[src/rtl/gmii_tx_arbiter_pkg.sv]
// Shared types and sizing helpers for the GMII transmit arbiter.
// State encoding, default parameter values and counter-width functions live here.
package eth_tx_arb_pkg;

    typedef enum logic [1:0] {
        ST_IDLE  = 2'd0,
        ST_GRANT = 2'd1,
        ST_XMIT  = 2'd2,
        ST_IFG   = 2'd3
    } arb_state_t;

    localparam int DEF_NUM_REQ     = 2;
    localparam int DEF_IFG_CYCLES  = 12;
    localparam int DEF_GNT_TIMEOUT = 64;
    localparam int DEF_MAX_FRAME   = 1530;

    // Width of a counter that must hold values 0..max_val inclusive.
    function automatic int cnt_width(input int max_val);
        return (max_val < 2) ? 1 : $clog2(max_val + 1);
    endfunction

    function automatic int idx_width(input int n);
        return (n < 2) ? 1 : $clog2(n);
    endfunction

endpackage

[src/rtl/gmii_tx_arbiter_if.sv]
// Request/grant and per-source GMII bundle between frame sources and the arbiter.
// master = the sources side, slave = the arbiter.
interface gmii_tx_arbiter_if #(
    parameter int NUM_REQ = 2
);
    logic [NUM_REQ-1:0]   req;
    logic [NUM_REQ-1:0]   gnt;
    logic [NUM_REQ-1:0]   src_tx_en;
    logic [8*NUM_REQ-1:0] src_txd;
    logic                 gmii_tx_en;
    logic [7:0]           gmii_txd;
    logic                 busy;
    logic                 trunc_pulse;

    modport master (
        output req, src_tx_en, src_txd,
        input  gnt, gmii_tx_en, gmii_txd, busy, trunc_pulse
    );

    modport slave (
        input  req, src_tx_en, src_txd,
        output gnt, gmii_tx_en, gmii_txd, busy, trunc_pulse
    );

endinterface

[src/rtl/gmii_tx_arbiter_rr_arbiter.sv]
// Combinational round-robin pick: first set request at or after i_rr_ptr, wrapping.
// o_valid is low when no request is pending.
module rr_arbiter
    import eth_tx_arb_pkg::*;
#(
    parameter  int NUM_REQ = 2,
    localparam int IDX_W   = idx_width(NUM_REQ)
) (
    input  logic [NUM_REQ-1:0] i_req,
    input  logic [IDX_W-1:0]   i_rr_ptr,
    output logic               o_valid,
    output logic [IDX_W-1:0]   o_winner
);

    localparam logic [IDX_W:0] NUM_REQ_V = (IDX_W + 1)'(NUM_REQ);

    logic [IDX_W:0]   w_sum;
    logic [IDX_W-1:0] w_idx;

    // NOTE: every output and temporary gets a default before the loop, so no path infers a latch.
    always_comb begin
        o_valid  = 1'b0;
        o_winner = '0;
        w_sum    = '0;
        w_idx    = '0;
        for (int i = 0; i < NUM_REQ; i++) begin
            w_sum = {1'b0, i_rr_ptr} + (IDX_W + 1)'(i);
            if (w_sum >= NUM_REQ_V) begin
                w_sum = w_sum - NUM_REQ_V;
            end
            w_idx = w_sum[IDX_W-1:0];
            if (!o_valid && i_req[w_idx]) begin
                o_valid  = 1'b1;
                o_winner = w_idx;
            end
        end
    end

endmodule

[src/rtl/gmii_tx_arbiter.sv]
// Shares one GMII transmit path between NUM_REQ frame sources: per-frame round-robin grant,
// registered byte mux, forced inter-frame gap, grant timeout and oversize truncation.
module gmii_tx_arbiter
    import eth_tx_arb_pkg::*;
#(
    parameter int NUM_REQ     = DEF_NUM_REQ,
    parameter int IFG_CYCLES  = DEF_IFG_CYCLES,
    parameter int GNT_TIMEOUT = DEF_GNT_TIMEOUT,
    parameter int MAX_FRAME   = DEF_MAX_FRAME
) (
    input  logic             gmii_tx_clk,
    input  logic             rst,
    gmii_tx_arbiter_if.slave io_bus
);

    localparam int IDX_W  = idx_width(NUM_REQ);
    localparam int BYTE_W = cnt_width(MAX_FRAME);
    localparam int WAIT_W = cnt_width(GNT_TIMEOUT);
    localparam int IFG_W  = cnt_width(IFG_CYCLES);

    localparam logic [IDX_W-1:0]  IDX_LAST  = IDX_W'(NUM_REQ - 1);
    localparam logic [BYTE_W-1:0] BYTE_LAST = BYTE_W'(MAX_FRAME);
    localparam logic [WAIT_W-1:0] WAIT_LAST = WAIT_W'(GNT_TIMEOUT - 1);
    localparam logic [IFG_W-1:0]  IFG_LAST  = IFG_W'(IFG_CYCLES - 1);

    arb_state_t         r_state;
    arb_state_t         w_state_nxt;

    logic [IDX_W-1:0]   r_rr_ptr;
    logic [IDX_W-1:0]   r_sel;
    logic [NUM_REQ-1:0] r_gnt;
    logic               r_tx_en;
    logic [7:0]         r_txd;
    logic               r_trunc;
    logic [BYTE_W-1:0]  r_byte_cnt;
    logic [WAIT_W-1:0]  r_wait_cnt;
    logic [IFG_W-1:0]   r_ifg_cnt;

    logic               w_arb_valid;
    logic [IDX_W-1:0]   w_arb_winner;
    logic               w_sel_en;
    logic [7:0]         w_sel_txd;
    logic               w_fwd;
    logic [NUM_REQ-1:0] w_gnt_nxt;
    logic               w_tx_en_nxt;
    logic [7:0]         w_txd_nxt;
    logic               w_trunc_nxt;

    rr_arbiter #(
        .NUM_REQ (NUM_REQ)
    ) u_rr_arbiter (
        .i_req    (io_bus.req),
        .i_rr_ptr (r_rr_ptr),
        .o_valid  (w_arb_valid),
        .o_winner (w_arb_winner)
    );

    // Only the granted source's lane is ever looked at; the others cannot reach GMII.
    always_comb begin
        w_sel_en  = 1'b0;
        w_sel_txd = 8'h00;
        for (int i = 0; i < NUM_REQ; i++) begin
            if (r_sel == IDX_W'(i)) begin
                w_sel_en  = io_bus.src_tx_en[i];
                w_sel_txd = io_bus.src_txd[8*i +: 8];
            end
        end
    end

    // A byte is forwarded in XMIT only while the frame is still under the size limit.
    assign w_fwd = w_sel_en && (r_byte_cnt != BYTE_LAST);

    // NOTE: sequential state uses non-blocking assignments so every register samples pre-edge values.
    always_ff @(posedge gmii_tx_clk or posedge rst) begin
        if (rst) begin
            r_state <= ST_IDLE;
        end else begin
            r_state <= w_state_nxt;
        end
    end

    always_comb begin
        w_state_nxt = r_state;
        case (r_state)
            ST_IDLE: begin
                if (w_arb_valid) w_state_nxt = ST_GRANT;
            end
            ST_GRANT: begin
                if (w_sel_en)                       w_state_nxt = ST_XMIT;
                else if (r_wait_cnt == WAIT_LAST)   w_state_nxt = ST_IDLE;
            end
            ST_XMIT: begin
                if (!w_fwd) w_state_nxt = ST_IFG;
            end
            ST_IFG: begin
                if (r_ifg_cnt == IFG_LAST) w_state_nxt = ST_IDLE;
            end
            default: w_state_nxt = ST_IDLE;
        endcase
    end

    // Next values for the registered outputs; GMII is idle unless a byte is forwarded.
    always_comb begin
        w_gnt_nxt   = r_gnt;
        w_tx_en_nxt = 1'b0;
        w_txd_nxt   = 8'h00;
        w_trunc_nxt = 1'b0;
        case (r_state)
            ST_IDLE: begin
                if (w_arb_valid) w_gnt_nxt = NUM_REQ'(1) << w_arb_winner;
            end
            ST_GRANT: begin
                if (w_sel_en) begin
                    w_tx_en_nxt = 1'b1;
                    w_txd_nxt   = w_sel_txd;
                end else if (r_wait_cnt == WAIT_LAST) begin
                    w_gnt_nxt = '0;
                end
            end
            ST_XMIT: begin
                if (w_fwd) begin
                    w_tx_en_nxt = 1'b1;
                    w_txd_nxt   = w_sel_txd;
                end else begin
                    w_gnt_nxt   = '0;
                    w_trunc_nxt = w_sel_en;
                end
            end
            default: w_gnt_nxt = '0;
        endcase
    end

    always_ff @(posedge gmii_tx_clk or posedge rst) begin
        if (rst) begin
            r_gnt    <= '0;
            r_tx_en  <= 1'b0;
            r_txd    <= 8'h00;
            r_trunc  <= 1'b0;
            r_rr_ptr <= '0;
            r_sel    <= '0;
        end else begin
            r_gnt   <= w_gnt_nxt;
            r_tx_en <= w_tx_en_nxt;
            r_txd   <= w_txd_nxt;
            r_trunc <= w_trunc_nxt;
            if (r_state == ST_IDLE && w_arb_valid) begin
                r_sel    <= w_arb_winner;
                r_rr_ptr <= (w_arb_winner == IDX_LAST) ? '0 : w_arb_winner + IDX_W'(1);
            end
        end
    end

    // Byte count starts at 1 because the GRANT->XMIT edge already forwards the first byte.
    always_ff @(posedge gmii_tx_clk or posedge rst) begin
        if (rst) begin
            r_byte_cnt <= '0;
            r_wait_cnt <= '0;
            r_ifg_cnt  <= '0;
        end else begin
            r_wait_cnt <= (r_state == ST_GRANT) ? r_wait_cnt + WAIT_W'(1) : '0;
            r_ifg_cnt  <= (r_state == ST_IFG)   ? r_ifg_cnt + IFG_W'(1)   : '0;
            if (r_state == ST_GRANT && w_sel_en) begin
                r_byte_cnt <= BYTE_W'(1);
            end else if (r_state == ST_XMIT && w_fwd) begin
                r_byte_cnt <= r_byte_cnt + BYTE_W'(1);
            end
        end
    end

    assign io_bus.gnt         = r_gnt;
    assign io_bus.gmii_tx_en  = r_tx_en;
    assign io_bus.gmii_txd    = r_txd;
    assign io_bus.trunc_pulse = r_trunc;
    assign io_bus.busy        = (r_state != ST_IDLE);

endmodule

[src/flat_wrapper.sv]
// flat-port wrapper written by rule: the top's interface ports become plain ports
module gmii_tx_arbiter_flat import eth_tx_arb_pkg::*;
#(
    parameter int NUM_REQ     = DEF_NUM_REQ,
    parameter int IFG_CYCLES  = DEF_IFG_CYCLES,
    parameter int GNT_TIMEOUT = DEF_GNT_TIMEOUT,
    parameter int MAX_FRAME   = DEF_MAX_FRAME
)
  (gmii_tx_clk, rst, io_bus_req, io_bus_src_tx_en, io_bus_src_txd, io_bus_gnt, io_bus_gmii_tx_en, io_bus_gmii_txd, io_bus_busy, io_bus_trunc_pulse);
  gmii_tx_arbiter_if #(.NUM_REQ(NUM_REQ)) io_bus_i ();
  input  logic gmii_tx_clk;
  input  logic rst;
  input wire logic [$bits(io_bus_i.req)-1:0] io_bus_req;
  input wire logic [$bits(io_bus_i.src_tx_en)-1:0] io_bus_src_tx_en;
  input wire logic [$bits(io_bus_i.src_txd)-1:0] io_bus_src_txd;
  output wire logic [$bits(io_bus_i.gnt)-1:0] io_bus_gnt;
  output wire logic [$bits(io_bus_i.gmii_tx_en)-1:0] io_bus_gmii_tx_en;
  output wire logic [$bits(io_bus_i.gmii_txd)-1:0] io_bus_gmii_txd;
  output wire logic [$bits(io_bus_i.busy)-1:0] io_bus_busy;
  output wire logic [$bits(io_bus_i.trunc_pulse)-1:0] io_bus_trunc_pulse;
  assign io_bus_i.req = io_bus_req;
  assign io_bus_i.src_tx_en = io_bus_src_tx_en;
  assign io_bus_i.src_txd = io_bus_src_txd;
  assign io_bus_gnt = io_bus_i.gnt;
  assign io_bus_gmii_tx_en = io_bus_i.gmii_tx_en;
  assign io_bus_gmii_txd = io_bus_i.gmii_txd;
  assign io_bus_busy = io_bus_i.busy;
  assign io_bus_trunc_pulse = io_bus_i.trunc_pulse;
  gmii_tx_arbiter #(.NUM_REQ(NUM_REQ), .IFG_CYCLES(IFG_CYCLES), .GNT_TIMEOUT(GNT_TIMEOUT), .MAX_FRAME(MAX_FRAME)) u_core (.gmii_tx_clk(gmii_tx_clk), .rst(rst), .io_bus(io_bus_i));
endmodule
[config.mk]
export PLATFORM = sky130hd
export DESIGN_NAME = gmii_tx_arbiter_flat
export DESIGN_NICKNAME = d
export VERILOG_FILES = /design/src/rtl/gmii_tx_arbiter_pkg.sv /design/src/rtl/gmii_tx_arbiter_if.sv /design/src/rtl/gmii_tx_arbiter_rr_arbiter.sv /design/src/rtl/gmii_tx_arbiter.sv /design/src/flat_wrapper.sv
export SDC_FILE = /design/constraint.sdc
export NUM_CORES = 1
export LEC_CHECK = 0
export CELL_PAD_IN_SITES_DETAIL_PLACEMENT = 2
export CELL_PAD_IN_SITES_GLOBAL_PLACEMENT = 2
export CORE_UTILIZATION = 40
export CTS_CLUSTER_SIZE = 8
export DETAILED_ROUTE_END_ITERATION = 6
export DONT_BUFFER_PORTS = 1
export MAX_ROUTING_LAYER = met4
export PLACE_DENSITY = 0.79
export SLEW_MARGIN = 20
export SYNTH_ARGS = -nofsm -noshare
export SYNTH_HDL_FRONTEND = slang
export SYNTH_SLANG_ARGS = --single-unit
[constraint.sdc]
create_clock -name gmii_tx_clk -period 2.1 [get_ports gmii_tx_clk]
set_input_delay 0.315 -clock gmii_tx_clk [delete_from_list [all_inputs] [get_ports gmii_tx_clk]]
set_output_delay 0.315 -clock gmii_tx_clk [all_outputs]
set_load 0.1 [all_outputs]
==> flow_metrics.env, run 1 <==
export IMPL_diodes=0
export IMPL_drtIter0Drc=28
export IMPL_track_usage_pct=19.6
export IMPL_synth_top_area_cell="dfrtp_1"
export IMPL_ios=35
export IMPL_cp_data_required_time_ns=2.27
export IMPL_place_area_sq_mm=0.00204
export IMPL_synth_edf_count=0
export IMPL_cp_start_kind="flip-flop"
export IMPL_nets=219
export IMPL_num_fill_cells=456
export IMPL_yosysMostFrequentCell="dfrtp_1"
export IMPL_powerDensity_mw_per_mm2=1400
export IMPL_fp_row_count=24
export IMPL_synthTopCellsByCount="dfrtp_1, nor2_1, and2_1, inv_1, mux2i_1"
export IMPL_fin_crit_sh_pct=90.1
export IMPL_critPathMaxFanout=8
export IMPL_status="complete, no violations"
export IMPL_dieWidth_um=70.3
export IMPL_synth_main_ff_cell="dfrtp_1"
export IMPL_ant_nets=0
export IMPL_clockBufferDepth=2
export IMPL_synth_area_leaders="dfrtp_1, ha_1, mux2i_1, and2_1, nor2_1"
export IMPL_slew_violations=0
export IMPL_first_global_vias=1561
export IMPL_arrival_ns=2.06
export IMPL_htreeDepth=2
export IMPL_ys_ff_latch=38
export IMPL_synth_area_sq_mm=0.00187
export IMPL_syn_inst=171
export IMPL_seq_area_frac_synth_pct=50.9
export IMPL_seqPwrFrac_pct=36.7
export IMPL_die_h_um=70.3
export IMPL_place_gp_congestion=0.777
export IMPL_coreArea_sq_mm=0.00441
export IMPL_synth_async_reset_ratio_pct=100
export IMPL_synth_cell_types=37
export IMPL_grt_max_degree=39
export IMPL_whs_ns=0.0316
export IMPL_tightest_slew_ns=0.934
export IMPL_rsz0062_at_grt="no"
export IMPL_yosys_warnings=0
export IMPL_synth_area_per_cell_sq_um=10.9
export IMPL_skew_ns=0.00493
export IMPL_clk_pin_slew_ns=0.07
export IMPL_p_switching_uw=1400
export IMPL_dp_hpwl_mm=3.21
export IMPL_setup_viol_count_final=0
export IMPL_drive_gt1_share_pct=21.1
export IMPL_grt_first_pass_wirelength_mm=7.36
export IMPL_final_hold_viol_count=0
export IMPL_start_util_pct=42.3
export IMPL_cts_buffers=5
export IMPL_cts_tree="yes"
export IMPL_syn_nets=201
export IMPL_synth_top_cell_area_share_pct=50.9
export IMPL_period_needed_ns=1.89
export IMPL_slew_headroom_pct=37.7
export IMPL_vias_per_cell=5.39
export IMPL_fmax_mhz=528
export IMPL_drt_first_pass_iters=3
export IMPL_drc=0
export IMPL_io_buffers=0
export IMPL_peakVddDrop_mv=0.751
export IMPL_hold_class="in2async"
export IMPL_post_cts_repair_setup_buffers=0
export IMPL_drt_total_wl_mm=4.22
export IMPL_p_comb_share_pct=46.0
export IMPL_num_vias=1304
export IMPL_p_clk_share_pct=17.2
export IMPL_cts_resized=0
export IMPL_switching_share_pct=46.9
export IMPL_wl_per_cell_um=17.5
export IMPL_end_kind="flip-flop"
export IMPL_drv_cap=0
export IMPL_hold_buffers=0
export IMPL_grt_remaining_overflow=0
export IMPL_tns_ns=0
export IMPL_p_leak_uw=0.00103
export IMPL_final_cell_area_sq_mm=0.00213
export IMPL_p_int_uw=1590
export IMPL_critPathKind="reg2reg"
export IMPL_cts_root_buf="clkbuf_8"
export IMPL_ff2ff_path_depth=7
export IMPL_antenna_found_initial=0
export IMPL_die_area_sq_mm=0.00495
export IMPL_clkLatencyLatePin_ns=0.29
export IMPL_area_delta_synth_final_pct=14.1
export IMPL_cts_sinks=38
==> worst paths after layout <==
kind                                             end            startpoint  slack [ns]
max                             u_core.io_bus.gnt[0]  u_core.r_byte_cnt[0]        0.21
min in group gmii_tx_clk   u_core.io_bus.gmii_txd[1]     io_bus_src_txd[1]        0.19
min reg2reg                      u_core.r_ifg_cnt[0]   u_core.r_ifg_cnt[0]        0.46
max in group asynchronous        u_core.r_ifg_cnt[2]                   rst        1.73
max reg2reg                     u_core.io_bus.gnt[0]  u_core.r_byte_cnt[0]        0.21
min                             u_core.r_wait_cnt[6]                   rst        0.03
==> cell families (layout without fill, tap and decap cells) <==
family / Yosys count / count (layout) / share of synthesized area, %
adders and majority gates: 8 / 8 / 5.36
buffers and inverters: 14 / 33 / 3.48
DFF: 38 / 38 / 50.9
xor gates and xnor gates: 11 / 11 / 5.16
AOI/OAI and AO/OA: 21 / 21 / 6.76
and+or+nand+nor: 67 / 67 / 21.1
muxes: 12 / 12 / 7.23
==> registers in the layout (all words and copies together) (netlist names), named ones only <==
register                   cells
u_core.r_sel                   1
u_core.r_rr_ptr                1
u_core.r_byte_cnt             11
u_core.io_bus.trunc_pulse      1
u_core.r_wait_cnt              7
u_core.io_bus.gmii_tx_en       1
u_core.io_bus.gmii_txd         8
u_core.r_ifg_cnt               4
u_core.io_bus.gnt              2
u_core.r_state                 1
==> metal layers <==
metal | share of wire (%) | GRT usage (%)
met1 | 40 | 21.2
met2 | 55 | 35.3
met3 | 4.1 | 4.76
met4 | 1.4 | 5.33
met5 | 0 | -
==> placed cells by master, fill, tap and decap left out, types with 2 or more instances in the layout <==
cell type and n:
ha_1 7, nor2b_1 2, nand3_1 8, xor2_1 6
nor2_1 16, dfrtp_1 38, inv_1 7, or2_2 3
and2_1 10, nand4_1 3, mux2i_1 9, and3_1 2
a21oi_1 7, xnor2_1 5, a21boi_0 3, o21ai_0 7
mux2_4 3, clkbuf_8 6, nand2_1 8, or3_1 4
buf_4 15, inv_2 2
==> power by group through the flow <==
stage | combinational (uW) | sequential (uW) | clock (uW)
finish | 1380 | 1100 | 516
detailed placement | 1390 | 1110 | 0
floorplan | 710 | 1480 | 0
global placement | 1330 | 1100 | 0
global route | 1470 | 1120 | 558
CTS | 1400 | 1100 | 532
==> metrics by stage <==
stage	util [%]	total power [uW]	std cells	setup slack (ns)
2_1_floorplan	-	2190	171	0.00585
3_3_place_gp	46.2	2430	234	0.293
3_5_place_dp	46.2	2500	234	0.200
4_1_cts	48.3	3040	242	0.194
5_1_grt	48.3	3150	242	0.134
6_report	48.3	2990	242	0.207
==> final cells by class <==
class	count	area [sq um]	share of cell area (%)
flip-flops and latches	38	951	44.6
repair buffers	15	113	5.28
inverters	10	41.3	1.94
clock inverters	1	5.00	0.235
well taps	52	65.1	3.05
clock buffers	7	86.3	4.05
multi-input cells	119	870	40.8
==> worst max-delay path, stage by stage (launching register included) <==
cell,delay [ns]
dfrtp_1,0.40
inv_1,0.11
ha_1,0.16
nand4b_1,0.09
or4_4,0.49
nand2_8,0.13
nand4_4,0.09
mux2_4,0.31
No activity file was read; power rests on OpenSTA's default activity.
==> run 2: changes to the inputs <==
- ABC_AREA: default -> 1
- CORE_UTILIZATION: 40 -> 36
- PLACE_DENSITY: 0.79 -> 0.78
==> run 2 against run 1 <==
  * Routed wire length rose by 26%
  * Worst hold slack got worse by 0.0035 ns
  * Non-clock buffer count did not move
  * Clock power rose by 25%
  * Via count rose by 27%
  * Cell count rose by 36%
  * Combinational power rose by 4%
  * Synthesized cell count rose by 40%
  * Largest power group unchanged
  * Register-to-register slack barely moved
  * Synthesized area rose by 4.1%
  * Sequential power fell by 10%
  * Die area rose by 15%
==> flow_metrics.env, run 2 <==
export IMPL_fin_crit_sh_pct=89.9
export IMPL_cp_start_kind="flip-flop"
export IMPL_drt_total_wl_mm=5.32
export IMPL_cts_sinks=38
export IMPL_dieWidth_um=75.5
export IMPL_synth_area_sq_mm=0.00194
export IMPL_antenna_found_initial=0
export IMPL_start_util_pct=37.8
export IMPL_clkLatencyLatePin_ns=0.29
export IMPL_post_cts_repair_setup_buffers=0
export IMPL_hold_class="in2async"
export IMPL_path_cells="inv_1 > ha_2 > inv_1 > nor2_4 > inv_2 > nand2_2 > nand2_2 > a21oi_1"
export IMPL_clk_pin_slew_ns=0.08
export IMPL_drv_cap=0
export IMPL_synth_top_area_cell="dfrtp_1"
export IMPL_die_area_sq_mm=0.00570
export IMPL_whs_ns=0.0280
export IMPL_syn_inst=239
export IMPL_syn_nets=269
export IMPL_synthTopCellsByCount="nand2_1, dfrtp_1, inv_1, nor2_1, nand3_1"
export IMPL_die_h_um=75.5
export IMPL_critPathKind="reg2reg"
export IMPL_drive_gt1_share_pct=14.3
export IMPL_fp_row_count=26
export IMPL_wl_per_cell_um=16.2
export IMPL_reg2reg_setup_slack_ns=0.21
export IMPL_reg2reg_to="u_core.io_bus.gmii_txd[1]"
export IMPL_track_usage_pct=20.9
export IMPL_tns_ns=0
export IMPL_largest_register="u_core.r_byte_cnt"
export IMPL_nets=289
export IMPL_multi_input_area_sq_um=846
export IMPL_grt_remaining_overflow=0
export IMPL_num_fill_cells=607
export IMPL_drt_first_pass_iters=4
export IMPL_yosysMostFrequentCell="nand2_1"
export IMPL_drc=0
export IMPL_clockBufferDepth=2
export IMPL_synth_area_leaders="dfrtp_1, nand2_1, inv_1, ha_1, nand3_1"
export IMPL_synth_edf_count=0
export IMPL_drtIter0Drc=69
export IMPL_first_global_vias=1741
export IMPL_synth_main_ff_cell="dfrtp_1"
export IMPL_ios=35
export IMPL_p_leak_uw=0.00111
export IMPL_ys_ff_latch=38
export IMPL_grt_max_degree=39
export IMPL_tightest_slew_ns=0.497
export IMPL_io_buffers=0
export IMPL_period_needed_ns=1.89
export IMPL_end_kind="flip-flop"
export IMPL_crit_slowest_cell="dfrtp_1"
export IMPL_slew_violations=0
export IMPL_peakVddDrop_mv=0.634
export IMPL_yosys_warnings=0
export IMPL_fin_total_pwr_uw=3060
export IMPL_cts_root_buf="clkbuf_8"
export IMPL_hold_buffers=0
export IMPL_status="complete, no violations"
export IMPL_num_vias=1654
export IMPL_coreArea_sq_mm=0.00514
export IMPL_cp_data_required_time_ns=2.31
export IMPL_slew_headroom_pct=66.9
export IMPL_synth_cell_types=22
export IMPL_final_hold_viol_count=0
export IMPL_critPathMaxFanout=11
export IMPL_area_delta_synth_final_pct=15.1
export IMPL_cts_tree="yes"
export IMPL_grt_first_pass_wirelength_mm=8.46
export IMPL_synth_area_per_cell_sq_um=8.14
export IMPL_synth_async_reset_ratio_pct=100
export IMPL_dp_hpwl_mm=3.84
export IMPL_seq_area_frac_synth_pct=48.9
export IMPL_largest_reg_flops=11
export IMPL_htreeDepth=2
export IMPL_fmax_mhz=529
export IMPL_arrival_ns=2.10
export IMPL_ant_nets=0
export IMPL_final_common_cell="nand2_1"
export IMPL_vias_per_cell=5.03
export IMPL_cts_resized=0
export IMPL_diodes=0
export IMPL_skew_ns=0.00635
export IMPL_layout_common_cells="nand2_1, dfrtp_1, inv_1, nor2_1, nand3_1"
export IMPL_regArea_sq_um=951
export IMPL_ff2ff_path_depth=8
export IMPL_critPathMaxStageDelay_ns=0.41
export IMPL_rsz0062_at_grt="no"
export IMPL_cts_buffers=5
export IMPL_synth_top_cell_area_share_pct=48.9
export IMPL_setup_viol_count_final=0
export IMPL_powerDensity_mw_per_mm2=1370
export IMPL_place_gp_congestion=0.759
run 2: cell types whose count changed in the layout (fill, tap and decap cells not counted), sizes merged, moves of 9 or more:
cell	change
nand3	+11
a21oi	+10
mux2i	-9
nand2	+58
and2	-11
inv	+25
o21ai	+11
run 2: area by class of cell:
class | instances | area share, %
tap | 70 | 3.91
sequential | 38 | 42.5
clock inverter | 1 | 1.34
timing repair buffer | 15 | 5.03
inverter | 34 | 5.70
multi-input combinational | 165 | 37.8
clock buffer | 6 | 3.69
run 2: worst max path at each step:
| stage | start | end | slack [ns] | cells past startpoint |
|---|---|---|---|---|
| 6_report | flip-flop | u_core.io_bus.gmii_txd[1] | 0.21 | 8 |
| 5_1_grt | u_core.r_state[0] | u_core.io_bus.gmii_txd[3] | 0.04 | 7 |
| 4_1_cts | flip-flop | u_core.io_bus.gmii_txd[1] | 0.11 | 8 |
| 3_5_place_dp | flip-flop | u_core.io_bus.gmii_txd[1] | 0.13 | 8 |
| 3_3_place_gp | flip-flop | u_core.io_bus.gmii_txd[3] | 0.26 | 8 |
| 2_1_floorplan | u_core.r_state[0] | u_core.io_bus.gnt[0] | 0.08 | 8 |
run 2: per-layer routing:
layer  up-vias  track usage (%)  share of wire (%)
li1        804                -                  -
met1       819             27.0                 47
met2        27             33.7                 50
met3         4             3.84                2.4
met4         0             5.56               0.90
met5         -                -                  0
run 2: stage by stage:
stage / utilization, % / worst slack (ns) / cell area, sq um / cells
detailed placement: 41.3 / 0.133 / 2120 / 322
global route: 43.5 / 0.0366 / 2240 / 329
floorplan: - / 0.0806 / 1940 / 239
CTS: 43.5 / 0.105 / 2230 / 329
global placement: 41.3 / 0.258 / 2120 / 322
finish: 43.5 / 0.211 / 2240 / 329
run 2: power by group:
part           leakage [uW]  internal, uW  switching [uW]  total (uW)
clock             0.0000573           380             265         645
combinational      0.000541           323            1100        1430
sequential         0.000516           870             120         990
run 2: worst max-delay path: cells and delay by family, from the launching register on:
kind                     cells  cell delay, ns
AND/OR/NAND/NOR              3            0.62
flip-flops                   1            0.41
buffers and inverters        3            0.34
adder cells (fa/ha/maj)      1            0.25
AO/OA/AOI/OAI                1            0.17
run 2: kinds of logic after synthesis:
| family | share of synthesized area, % |
|---|---|
| DFF | 48.9 |
| and+or+nand+nor | 27.3 |
| buffers and inverters | 7.72 |
| xor gates and xnor gates | 0.901 |
| AOI/OAI and AO/OA | 10.0 |
| adders and majority gates | 5.15 |
